## src/rtl/raxi_fifo.sv

```systemverilog
// rtl/raxi_fifo.sv - rAXI valid/ready FIFO, first-word-fall-through, optional drop-on-full
// Single clock domain; storage is not reset, only pointers, count and status.
module raxi_fifo #(
   parameter int DW           = 10,
   parameter int DEPTH        = 8,
   parameter int AF_LEVEL     = DEPTH - 1,
   parameter int AE_LEVEL     = 1,
   parameter int DROP_ON_FULL = 0
) (
   input  logic                         clk,
   input  logic                         rst,
   input  logic                         s_valid,
   output logic                         s_ready,
   input  logic [DW-1:0]                s_data,
   output logic                         m_valid,
   input  logic                         m_ready,
   output logic [DW-1:0]                m_data,
   output logic [$clog2(DEPTH+1)-1:0]   count,
   output logic                         almost_full,
   output logic                         almost_empty,
   output logic                         drop
);

   localparam int CW = $clog2(DEPTH + 1);
   localparam int PW = $clog2(DEPTH);
   localparam logic [CW-1:0] FULL_L = CW'(DEPTH);
   localparam logic [CW-1:0] AF_L   = CW'(AF_LEVEL);
   localparam logic [CW-1:0] AE_L   = CW'(AE_LEVEL);
   localparam logic [PW-1:0] LAST_P = PW'(DEPTH - 1);

   logic [DW-1:0] mem [DEPTH];
   logic [PW-1:0] wr_ptr;
   logic [PW-1:0] rd_ptr;
   logic          full;
   logic          empty;
   logic          wr_en;
   logic          rd_en;

   function automatic logic [PW-1:0] next_ptr(input logic [PW-1:0] p);
      return (p == LAST_P) ? '0 : p + PW'(1);
   endfunction

   assign full         = (count == FULL_L);
   assign empty        = (count == '0);
   assign s_ready      = (DROP_ON_FULL != 0) ? 1'b1 : (!full && !rst);
   assign m_valid      = !empty;
   assign m_data       = m_valid ? mem[rd_ptr] : '0;
   assign almost_full  = (count >= AF_L);
   assign almost_empty = (count <= AE_L);

   // In drop mode a beat arriving while full is lost even if a read frees a slot.
   assign wr_en = s_valid && s_ready && !full && !rst;
   assign rd_en = m_valid && m_ready;

   always_ff @(posedge clk) begin
      if (wr_en) begin
         mem[wr_ptr] <= s_data;
      end
   end

   always_ff @(posedge clk) begin
      if (rst) begin
         wr_ptr <= '0;
         rd_ptr <= '0;
         count  <= '0;
         drop   <= 1'b0;
      end else begin
         if (wr_en) begin
            wr_ptr <= next_ptr(wr_ptr);
         end
         if (rd_en) begin
            rd_ptr <= next_ptr(rd_ptr);
         end
         case ({wr_en, rd_en})
            2'b10:   count <= count + CW'(1);
            2'b01:   count <= count - CW'(1);
            default: count <= count;
         endcase
         drop <= (DROP_ON_FULL != 0) && s_valid && full;
      end
   end

endmodule

```

## config.mk

```make
export PLATFORM = sky130hd
export DESIGN_NAME = raxi_fifo
export DESIGN_NICKNAME = d
export VERILOG_FILES = /design/src/rtl/raxi_fifo.sv
export SDC_FILE = /design/constraint.sdc
export NUM_CORES = 1
export LEC_CHECK = 0
export CAP_MARGIN = 20
export CORE_MARGIN = 5
export CORE_UTILIZATION = 41
export CTS_CLUSTER_DIAMETER = 60
export DETAILED_ROUTE_END_ITERATION = 8
export GPL_TIMING_DRIVEN = 0
export PLACE_DENSITY = 0.65
export SLEW_MARGIN = 30
export SYNTH_ARGS = -nofsm -noshare
export SYNTH_HDL_FRONTEND = slang
export SYNTH_SLANG_ARGS = --single-unit
```

## constraint.sdc

```tcl
create_clock -name clk -period 6.7 [get_ports clk]
set_clock_uncertainty 0.2 [all_clocks]
set_input_delay 2.01 -clock clk [delete_from_list [all_inputs] [get_ports clk]]
set_output_delay 2.01 -clock clk [all_outputs]
set_load 0.01 [all_outputs]
```

==> results of run 1 <==
-- worst max-delay path, delay by kind of cell --
kind	cells	cell delay (ns)
buf+inv	3	1.43
simple gates	1	0.10
-- flip-flops by register name (all words and copies together) (netlist names), named ones only --
name,count
mem,80
count,4
rd_ptr,3
wr_ptr,3
-- routing by layer --
metal / global-route usage / vias up
met2: 0.210 / 48
met1: 0.185 / 982
met3: 0.0388 / 8
met5: 0 / -
met4: 0.0466 / 0
li1: - / 903
-- final timing paths --
kind	from	endpoint	slack, ns	depth (start not counted)
worst max-delay path	rst	s_ready	0.95	4
worst min-delay path	rd_ptr[2]	rd_ptr[2]	0.31	2
worst max register to register	count[1]	count[3]	3.99	8
worst min register to register	rd_ptr[2]	rd_ptr[2]	0.31	2
-- synth_stat cells (all sizes together), types with 2 or more instances --
master	instances	area [um^2]
nand2b	3	18.8
a21oi	7	35.0
buf	4	22.5
clkbuf	3	11.3
xor2	2	17.5
nor2	10	37.5
or4	2	15.0
mux2	2	22.5
nor3	5	25.0
nand4b	3	26.3
o21ai	6	30.0
inv	4	15.0
ha	8	100
edfxtp	80	2400
nand2	2	7.51
a22o	10	87.6
dfxtp	13	260
nor2b	3	18.8
mux4	20	450
nand3	2	10.0
-- cells by family (layout without fill, tap and decap cells) --
logic type,after synthesis,after routing
simple gates,37,37
flops,93,93
fa+ha+maj,8,8
buf+inv,11,64
compound gates,25,25
xor+xnor,2,2
mux,23,23
other cells,1,1
-- through the flow --
step / total power, uW / util / worst slack, ns / hold WS, ns
3_5_place_dp: 1140 / 0.483 / 0.946 / 0.301
4_1_cts: 1490 / 0.504 / 0.940 / 0.314
5_1_grt: 1550 / 0.504 / 0.865 / 0.342
3_3_place_gp: 1130 / 0.474 / 0.932 / 0.288
2_1_floorplan: 945 / - / 2.11 / 0.268
6_report: 1470 / 0.504 / 0.953 / 0.306
-- layout make-up --
type / instances / area (um^2)
multi-input combinational: 96 / 1030
inverter: 4 / 15.0
buffer: 7 / 33.8
tap: 108 / 135
clock inverter: 5 / 51.3
clock buffer: 11 / 131
timing repair buffer: 37 / 358
fill: 732 / 4340
sequential: 93 / 2660
-- power by group through the flow --
stage	logic [uW]	registers [uW]	clock network, uW
after CTS	460	673	359
after global placement	449	686	0
final	452	673	349
after global routing	491	676	387
after floorplan	261	685	0
after detailed placement	457	686	0
==> impl_metrics.json, run 1 <==
{
  "status": "finished, final reports clean",
  "cts_inserted_buffers": 9,
  "postCtsSetupBuffers": 0,
  "final_hold_viol_count": 0,
  "final_cell_mix": "edfxtp_1, clkdlybuf4s50_1, mux4_2",
  "swShare": 0.280,
  "hold_buffers": 0,
  "final-setup-viol-count": 0,
  "wl_met1_um": 3210,
  "pwr-share-clk": 0.237,
  "layout_commonest_cell": "edfxtp_1",
  "clk_latency_ns": 0.35,
  "ys_seq_elements": 93,
  "critPathLaunchType": "primary input",
  "grt_pass1_vias": 2029,
  "synthMuxAreaShare": 0.130,
  "p_comb_frac": 0.306,
  "finalCritPeriodShare": 0.858,
  "synthAdderAreaFrac": 0.0270,
  "num_vias": 1941,
  "rsz0062_at_grt": "no",
  "crit_fanout": 10,
  "io_pins": 33,
  "port_buffers": 31,
  "antenna_found_initial": 0,
  "hpwl_um": 4640,
  "overflow": 0,
  "fmax_ghz": 0.174,
  "ys_seq_area_frac": 0.718,
  "yosys.cell_types.count": 33,
  "cts.clk_slew.worst_paths_ns": 0.08,
  "synth_simple_gate_area_frac": 0.0604,
  "highest_layer": "met4",
  "synth_top_family_by_area": "multiplexers",
  "power_frac_seq": 0.457,
  "drc_errors": 0,
  "rows": 34,
  "power.internal_uw": 1060,
  "cts_root_buffer": "clkbuf_8",
  "grt_first_pass_wirelength_um": 11200,
  "synth_edf_count": 80,
  "postSynthCellCount": 200,
  "final_nets": 270,
  "synth_compound_area_frac": 0.0455,
  "path_cells": "clkdlybuf4s50_1, clkbuf_1, nor2_1, clkdlybuf4s50_1",
  "routed_wl_um": 7030,
  "maxCapViolCount": 0,
  "fin_setup_tns_ns": 0,
  "required_ns": 4.49,
  "ant_nets": 0,
  "insertedDiodeCount": 0,
  "syn_avg_cell_area_um2": 18.5,
  "place.gp.congestion": 0.695,
  "cts_tree": "done",
  "drt_iter0_drc": 108,
  "ys_dominant_reg_cell": "edfxtp_1",
  "p_leak_uw": 0.00145,
  "yosys_warnings": 0,
  "slew_headroom": 0.452,
  "area_delta_synth_final_pct": 19.2,
  "synth-xor-area-share": 0.00472,
  "chipHeight_um": 105,
  "power.switching_uw": 413,
  "start_util": 0.423,
  "dp.cells": 345,
  "grt_start_max_net_pins": 15,
  "final_cell_count_no_fill": 361,
  "crit_arrival_ns": 3.54,
  "wl_met2_um": 3470,
  "slew_violations": 0,
  "via_per_inst": 5.38,
  "dpl_cell_area_um2": 4240,
  "cpPeakStageDelay_ns": 0.53,
  "async_reset_ff_frac": 0,
  "wl_per_cell_um": 19.5,
  "hold_path.class": "flop to flop",
  "first_pass_iters": 4,
  "power.density_nw_per_um2": 334,
  "dr_wl_met3_um": 277,
  "syn_nets": 222,
  "crit_top_cell": "clkdlybuf4s50_1",
  "gr-usage-all-layers": 0.136,
  "critPathSlowestCell": "clkdlybuf4s50_1",
  "final_area_um2": 4420,
  "core_area_um2": 8760,
  "ctsHtreeMaxLevel": 3,
  "layout-drive-gt1-share": 0.229,
  "netlist_area_um2": 3710,
  "end_kind": "output pin",
  "worst-setup-path-type": "primary input to output pin",
  "cts_num_sinks": 93,
  "post_cts_resize_count": 0,
  "ir_drop_mv": 0.259,
  "dieArea_um2": 11000,
  "period_needed_ns": 5.75,
  "cts_buffer_depth": 2,
  "tightest_slew_ns": 0.822,
  "die_x_um": 105
}
No activity file was read; power rests on OpenSTA's default activity.
==> run 2, diff against run 1 <==
--- a/config.mk
+++ b/config.mk
@@ -9,6 +9,7 @@
 export CORE_MARGIN = 5
 export CORE_UTILIZATION = 41
 export CTS_CLUSTER_DIAMETER = 60
+export CTS_CLUSTER_SIZE = 14
 export DETAILED_ROUTE_END_ITERATION = 8
 export GPL_TIMING_DRIVEN = 0
 export PLACE_DENSITY = 0.65
==> results of run 2 <==
Final layout, timing and power as in run 1 (identical DEF).
==> run 3, diff against run 2 <==
--- a/config.mk
+++ b/config.mk
@@ -5,7 +5,6 @@
 export SDC_FILE = /design/constraint.sdc
 export NUM_CORES = 1
 export LEC_CHECK = 0
-export CAP_MARGIN = 20
 export CORE_MARGIN = 5
 export CORE_UTILIZATION = 41
 export CTS_CLUSTER_DIAMETER = 60
@@ -13,7 +12,6 @@
 export DETAILED_ROUTE_END_ITERATION = 8
 export GPL_TIMING_DRIVEN = 0
 export PLACE_DENSITY = 0.65
-export SLEW_MARGIN = 30
 export SYNTH_ARGS = -nofsm -noshare
 export SYNTH_HDL_FRONTEND = slang
 export SYNTH_SLANG_ARGS = --single-unit
==> run 3 against run 2 <==
Worst hold slack gained 0.0047 ns. Via count shrank 1.1%. Combinational power is essentially flat. Sequential share of layout area grew 0.41 points. Routed wire length shrank 1.1%. Cell count shrank 0.55%. Global-route usage shrank 0.40 points. Maximum frequency grew 0.24%.
==> impl_metrics.json, run 3 (synthesis results as in run 1) <==
{
  "status": "finished, final reports clean",
  "grt_pass1_vias": 2024,
  "cpPeakStageDelay_ns": 0.54,
  "final_area_um2": 4390,
  "io_pins": 33,
  "overflow": 0,
  "critPathLaunch": "rst",
  "power.switching_uw": 418,
  "maxCapViolCount": 0,
  "final_cell_mix": "edfxtp_1, clkdlybuf4s50_1, mux4_2",
  "cts_num_sinks": 93,
  "tightest_slew_ns": 1.18,
  "post_cts_resize_count": 0,
  "hold_buffers": 0,
  "ctsHtreeMaxLevel": 3,
  "ir_drop_mv": 0.224,
  "crit_top_cell": "clkdlybuf4s50_1",
  "final_cell_count_no_fill": 359,
  "hpwl_um": 4560,
  "dp.cells": 343,
  "whs_path_depth": 2,
  "power.density_nw_per_um2": 328,
  "dpl_cell_area_um2": 4230,
  "first_pass_iters": 4,
  "cp_top_family": "buffers and inverters",
  "hold_path.class": "flop to flop",
  "layout_commonest_cell": "edfxtp_1",
  "crit_arrival_ns": 3.52,
  "port_buffers": 31,
  "p_comb_frac": 0.312,
  "via_per_inst": 5.35,
  "finalCritPeriodShare": 0.856,
  "min-delay-start": "rd_ptr[2]",
  "area_delta_synth_final_pct": 18.4,
  "layout-drive-gt1-share": 0.211,
  "path_cells": "clkdlybuf4s50_1, clkbuf_1, nor2_1, clkdlybuf4s50_1",
  "cts_tree": "done",
  "start_util": 0.423,
  "fmax_ghz": 0.174,
  "final_hold_viol_count": 0,
  "num_vias": 1919,
  "reg_top3": "mem: 80 flops, count: 4 flops",
  "antenna_found_initial": 0,
  "swShare": 0.290,
  "gr-usage-all-layers": 0.132,
  "critPathSlowestCell": "clkdlybuf4s50_1",
  "timing.rr.start": "count[1]",
  "grt_first_pass_wirelength_um": 11000,
  "rsz0062_at_grt": "no",
  "nFillCells": 739,
  "largest_register": "mem",
  "place.gp.congestion": 0.695,
  "final_nets": 268,
  "hold_path_end": "rd_ptr[2]",
  "drt_iter0_drc": 90,
  "ant_nets": 0,
  "clk_latency_ns": 0.34,
  "pwr-share-clk": 0.221,
  "largest_reg_flops": 80,
  "path_buf_inv": 3,
  "power.internal_uw": 1020,
  "insertedDiodeCount": 0,
  "cts.clk_slew.worst_paths_ns": 0.08,
  "rr_worst_depth": 8,
  "routed_wl_um": 6960,
  "required_ns": 4.49,
  "chipHeight_um": 105,
  "power_frac_seq": 0.467,
  "wl_per_cell_um": 19.4,
  "final-setup-viol-count": 0,
  "period_needed_ns": 5.73,
  "p_leak_uw": 0.00143,
  "rows": 34,
  "power_uw": 1440,
  "die_x_um": 105,
  "fin_setup_tns_ns": 0,
  "slew_violations": 0,
  "r2r_setup_slack_ns": 3.97,
  "cts_buffer_depth": 2,
  "end_kind": "output pin",
  "drc_errors": 0,
  "critPathLaunchType": "primary input",
  "slew_headroom": 0.212,
  "postCtsSetupBuffers": 0,
  "rr_endpoint": "count[3]",
  "cts_inserted_buffers": 9,
  "core_area_um2": 8760,
  "worst-setup-path-type": "primary input to output pin",
  "cts_root_buffer": "clkbuf_8",
  "grt_start_max_net_pins": 16,
  "crit_fanout": 10,
  "dieArea_um2": 11000
}
[run 3: power by group through the flow]
stage,Sequential (uW),Clock (uW),Combinational (uW)
floorplan,685,0,261
global placement,686,0,449
detailed placement,685,0,456
CTS,673,328,458
global route,676,351,492
finish,673,319,449
[run 3: layout make-up]
class                           instances  area, um^2  area share
Clock buffer                            9         124      0.0282
Timing Repair Buffer                   35         355      0.0809
Sequential cell                        93        2660       0.606
Inverter                                4        15.0     0.00342
Multi-Input combinational cell         96        1020       0.233
Tap cell                              108         135      0.0308
Buffer                                  7        33.8     0.00769
Clock inverter                          7        41.3     0.00940
[run 3: tightest hold or removal path, delay by kind of cell (launching register included)]
kind / cells / cell delay, ns
compound gates: 2 / 0.14
flops: 1 / 0.32
[run 3: through the flow]
step	hold WS [ns]	utilization	setup WS, ns
floorplan	0.268	-	2.11
global placement	0.288	0.474	0.932
detailed placement	0.301	0.482	0.950
CTS	0.315	0.501	0.948
global route	0.346	0.501	0.869
finish	0.311	0.501	0.966
[run 3: worst max path at each step]
stage / end / slack (ns) / depth (start not counted)
2_1_floorplan: s_ready / 2.11 / 2
3_3_place_gp: s_ready / 0.93 / 4
3_5_place_dp: s_ready / 0.95 / 4
4_1_cts: s_ready / 0.95 / 4
5_1_grt: s_ready / 0.87 / 4
6_report: s_ready / 0.97 / 4
[run 3: layer usage]
metal	track usage	routed length (um)
met5	0	0
met4	0.0411	53
met3	0.0358	302
met2	0.203	3380
met1	0.183	3220
